## src/rtl/coin_accumulator.sv

```systemverilog
// rtl/coin_accumulator.sv - coin credit engine: multi-channel credit, vend handshake, serial refund.
// Optional idle auto-refund is enabled by defining COIN_TIMEOUT_EN.
module coin_accumulator #(
  parameter int NUM_COINS = 2,
  parameter int TOTAL_W = 4,
  parameter logic [NUM_COINS*TOTAL_W-1:0] COIN_VALUES = {4'd5, 4'd1},
  parameter int PRICE = 3,
  parameter int MAX_TOTAL = 15,
  parameter int TIMEOUT_CYCLES = 1000000
) (
  input  logic                 clk,
  input  logic                 reset,
  input  logic [NUM_COINS-1:0] coin,
  input  logic                 buy,
  input  logic                 cancel,
  input  logic                 vend_ack,
  output logic [TOTAL_W-1:0]   total,
  output logic                 credit_ok,
  output logic                 vend_req,
  output logic                 refund_pulse,
  output logic                 coin_reject,
  output logic                 busy
);

  // One guard bit above the worst-case coin sum so total+sum cannot wrap.
  localparam int SUM_W = TOTAL_W + $clog2(NUM_COINS) + 1;
  localparam logic [TOTAL_W-1:0] PRICE_V = TOTAL_W'(PRICE);
  localparam logic [SUM_W-1:0] MAX_V = SUM_W'(MAX_TOTAL);

  typedef enum logic [1:0] {CREDIT, VEND, REFUND} state_t;
  state_t state;

  logic [SUM_W-1:0]   sum;
  logic [SUM_W-1:0]   new_total;
  logic [TOTAL_W-1:0] remain;
  logic               any_coin;
  logic               fits;
  logic               timeout_hit;
  logic               cancel_take;
  logic               buy_take;
  logic               coin_accept;

  always_comb begin
    sum = '0;
    for (int i = 0; i < NUM_COINS; i++) begin
      if (coin[i]) sum = sum + SUM_W'(COIN_VALUES[i*TOTAL_W +: TOTAL_W]);
    end
  end

  assign any_coin    = |coin;
  assign new_total   = SUM_W'(total) + sum;
  assign fits        = (new_total <= MAX_V);
  assign remain      = total - PRICE_V;
  assign credit_ok   = (total >= PRICE_V);
  assign cancel_take = (state == CREDIT) && (cancel || timeout_hit) && (total != '0);
  assign buy_take    = (state == CREDIT) && !cancel_take && buy && credit_ok;
  assign coin_accept = (state == CREDIT) && !cancel_take && !buy_take && any_coin && fits;

`ifdef COIN_TIMEOUT_EN
  localparam int TO_W = $clog2(TIMEOUT_CYCLES) + 1;
  logic [TO_W-1:0] idle_count;

  assign timeout_hit = (state == CREDIT) && (total != '0) &&
                       (idle_count == TO_W'(TIMEOUT_CYCLES - 1));

  always_ff @(posedge clk) begin
    if (reset || state != CREDIT || total == '0 || coin_accept || cancel_take || buy_take)
      idle_count <= '0;
    else
      idle_count <= idle_count + 1'b1;
  end
`else
  // Feature disabled: the timeout never fires.
  assign timeout_hit = (TIMEOUT_CYCLES < 0);
`endif

  always_ff @(posedge clk) begin
    if (reset) begin
      state        <= CREDIT;
      total        <= '0;
      vend_req     <= 1'b0;
      refund_pulse <= 1'b0;
      coin_reject  <= 1'b0;
      busy         <= 1'b0;
    end else begin
      coin_reject  <= 1'b0;
      refund_pulse <= 1'b0;
      case (state)
        CREDIT: begin
          if (cancel_take) begin
            state       <= REFUND;
            busy        <= 1'b1;
            coin_reject <= any_coin;
          end else if (buy_take) begin
            state       <= VEND;
            vend_req    <= 1'b1;
            busy        <= 1'b1;
            coin_reject <= any_coin;
          end else if (any_coin) begin
            if (fits) total <= new_total[TOTAL_W-1:0];
            else      coin_reject <= 1'b1;
          end
        end
        VEND: begin
          coin_reject <= any_coin;
          if (vend_ack) begin
            total    <= remain;
            vend_req <= 1'b0;
            if (remain != '0) begin
              state <= REFUND;
            end else begin
              state <= CREDIT;
              busy  <= 1'b0;
            end
          end
        end
        REFUND: begin
          coin_reject <= any_coin;
          if (total != '0) begin
            total        <= total - 1'b1;
            refund_pulse <= 1'b1;
          end
          // Leave together with the last pulse so busy drops as total reaches 0.
          if (total <= TOTAL_W'(1)) begin
            state <= CREDIT;
            busy  <= 1'b0;
          end
        end
        default: begin
          state <= CREDIT;
          busy  <= 1'b0;
        end
      endcase
    end
  end

endmodule

```

## config.mk

```make
export PLATFORM = sky130hd
export DESIGN_NAME = coin_accumulator
export DESIGN_NICKNAME = d
export VERILOG_FILES = /design/src/rtl/coin_accumulator.sv
export SDC_FILE = /design/constraint.sdc
export NUM_CORES = 1
export LEC_CHECK = 0
export ABC_AREA = 1
export BUFFER_PORTS_ARGS = -buffer_cell sky130_fd_sc_hd__buf_2
export CELL_PAD_IN_SITES_DETAIL_PLACEMENT = 0
export CELL_PAD_IN_SITES_GLOBAL_PLACEMENT = 1
export CORE_AREA = 5 5 56 58
export CTS_CLUSTER_SIZE = 25
export DETAILED_ROUTE_END_ITERATION = 16
export DIE_AREA = 0 0 61 63
export PLACE_DENSITY_LB_ADDON = 0.1
export SLEW_MARGIN = 20
export SYNTH_ARGS = -nofsm -noshare
export SYNTH_HDL_FRONTEND = slang
export SYNTH_SLANG_ARGS = --single-unit
```

## constraint.sdc

```tcl
create_clock -name clk -period 3.9 [get_ports clk]
set_input_delay 0.195 -clock clk [delete_from_list [all_inputs] [get_ports clk]]
set_output_delay 0.195 -clock clk [all_outputs]
set_load 0.005 [all_outputs]
```

==> flow_metrics.tcl <==
set metrics [dict create \
    drt-wirelength-per-cell_um 12.3 \
    syn-instance-count 147 \
    floorplan.core_area_um2 2620 \
    detailedPlace.worstSlack_ps 1840 \
    post-route-period-util_pct 48.4 \
    global_placement_routability_congestion 0.792 \
    achievable-frequency_ghz 0.530 \
    worst_r2r_endpoint "total[3]" \
    mostFrequentLayoutCell "nand2_1" \
    tritoncts_buffer_count 3 \
    clk_latency_ps 270 \
    timing.reg2reg.setup_slack_ps 2010 \
    proportion_of_total_power_due_to_net_switching_pct 52.8 \
    cell_internal_pwr_uw 428 \
    p_sw_uw 480 \
    ys.warnings.count 0 \
    detail_route.iter0.violations 41 \
    cts_buffer_depth 2 \
    arrival_ps 2050 \
    timing.final.setup_violations 0 \
    seq_power_share_pct 21.5 \
    total_power_uw 908 \
    crit_path_start "total[0]" \
    worst_setup_path_start_kind "flop" \
    fp.dieW_um 61 \
    status "finished clean" \
    finished_layout_cell_area_um2 1140 \
    tritoncts "yes" \
    first_pass_iters 4 \
    routed_wl_um 2400 \
    clock-skew-final_ps 3.20 \
    initial_antenna_violation_count 0 \
    comb_power_share_pct 68.3 \
    post_cts_resize_count 0 \
    setup_ws_ps 2010 \
    worst-r2r-cell-count 10 \
    ys_seq_area_share_pct 20.2 \
    final.setup.tns_ps 0 \
    grt_setup_unrepaired "no" \
    fin_cells 196 \
    static-leakage-power_uw 0.000614 \
    drive_gt1_share_pct 22.4 \
    drt_drc_violations_left 0 \
    top_level_ports 16 \
    syn_area_per_cell_um2 6.76 \
    maximum_resistive_drop_on_vdd_mv 0.477 \
    worst_ep_required_time_ps 4060 \
    report.final.hold_viol_count 0 \
    grt_use_total_pct 14.0 \
    wire_length_of_the_first_global_routing_pass_um 4170 \
    timing.critical_path.to_type "flop" \
    area.growth.synth_to_final_pct 14.6 \
    commonest_cells_after_routing_fill_and_taps_aside "nand2_1, inv_1, nand3_1, buf_2, ha_1" \
    max_cap_viols 0 \
    die_ht_um 63 \
    power.density_nw_per_um2 798 \
    synth.lib_cells_used.distinct 19 \
    die-area_um2 3840 \
    combined_area_of_all_synthesized_cells_um2 993 \
    grt.overflow.total 0 \
    maxSlewHeadroom_pct 72.3 \
    ys_ff_latch 10 \
    timing.final.max_slew_violations 0 \
    cts.htree.levels 1 \
    route.vias.total 948 \
    detail-route-antenna-nets 0 \
    via_count_of_the_first_global_routing_pass 926 \
    place.detailed.instances 192 \
    finish.net_count 187 \
    reg2reg_from "total[0]" \
    setup.worst_path.end "total[3]" \
    finalWorstPathRequiredPeriod_ps 1890 \
    clock_power_share_pct 10.2 \
    cts.repair_timing.setup_buffer_count 0 \
    grt_max_degree 10 \
    detailed_place.area_um2 1100 \
    holdCritPathClass "in -> reg" \
    port-buffer-count 15 \
    n_antenna_cell 0 \
    path_class "reg -> reg" \
    master_cell_of_the_clock_root_buffer "clkbuf_4" \
    clk_transition_reported_paths_ps 70 \
    worst-slew-pin-transition_ps 415 \
    viasPerCell 4.84 \
    cts_num_sinks 10 \
    cts_hold_buffers 0 \
    starting_density_of_the_core_pct 38.0 \
    worstPathMaxFanout 6 \
    synth.net_count 168 \
    rows 19 \
    n_fill_cell 298 \
    place_hpwl_um 1980 \
]
## metrics by stage
step | utilization, % | hold WS, ps
floorplan | - | 264
global placement | 42.2 | 450
detailed placement | 42.2 | 453
CTS | 43.5 | 170
global route | 43.5 | 165
finish | 43.5 | 170
## power by group through the flow
| stage | clock network, µW | logic [µW] | registers (µW) |
|---|---|---|---|
| final | 92.6 | 621 | 195 |
| after global routing | 102 | 712 | 205 |
| after CTS | 94.7 | 626 | 196 |
| after detailed placement | 0 | 624 | 198 |
| after global placement | 0 | 624 | 197 |
| after floorplan | 0 | 487 | 185 |
## final cells by class
type / instances / area, µm² / area share (%)
Clock buffer: 4 / 36.3 / 3.19
Inverter: 21 / 78.8 / 6.92
Multi-Input combinational cell: 115 / 709 / 62.3
Sequential cell: 10 / 200 / 17.6
Tap cell: 31 / 38.8 / 3.41
Timing Repair Buffer: 15 / 75.1 / 6.59
## Yosys cell counts
master,instances,share of area (%)
a21oi_1,11,5.5
nand4_1,1,0.63
nor2_4,3,3.4
nand2_2,1,0.63
nand2_1,39,15
nand3_2,1,1.0
buf_2,1,0.50
o21ai_0,5,2.5
nand2_4,6,6.8
nor2_2,2,1.3
fa_1,1,2.0
inv_2,2,0.76
o21ai_2,2,1.8
a21oi_4,1,1.6
nand3_1,17,8.6
ha_1,13,16
dfxtp_1,10,20
nor2_1,12,4.5
inv_1,19,7.2
## worst min-delay path by stage
stage          startpoint  endpoint  slack (ps)  cells after the start
5_1_grt             reset  vend_req         160                      2
3_5_place_dp        reset  state[0]         450                      2
6_report            reset  vend_req         170                      2
3_3_place_gp     vend_req  vend_req         450                      2
4_1_cts             reset  vend_req         170                      2
2_1_floorplan       reset  state[0]         260                      1
## metal layers
layer | vias up | routed length (µm) | global-route usage (%)
li1 | 505 | - | -
met1 | 425 | 1270 | 20.3
met2 | 13 | 1050 | 21.3
met3 | 5 | 58 | 2.48
met4 | 0 | 25 | 3.25
met5 | - | 0 | 0
## critical path: stages (launching register included)
cell     delay [ps]
dfxtp_1         380
ha_1            260
fa_1            380
nand2_1         100
nand2_1          60
nand3_1          60
nand2_1          90
nor2_4          200
nand3_1          90
nor2_1          110
nor2_1           50
## cells by family after synthesis
family | after synthesis | share of synthesized area [%]
compound gates | 19 | 11.5
simple gates | 82 | 41.6
fa+ha+maj | 14 | 18.4
buf+inv | 22 | 8.44
flops | 10 | 20.2
## sequential cells by signal, indices dropped and copies added, names as in the netlist
| name | cells |
|---|---|
| vend_req | 1 |
| total | 4 |
| refund_pulse | 1 |
| coin_reject | 1 |
| busy | 1 |
| state | 2 |
(Power assumes the default switching activity.)
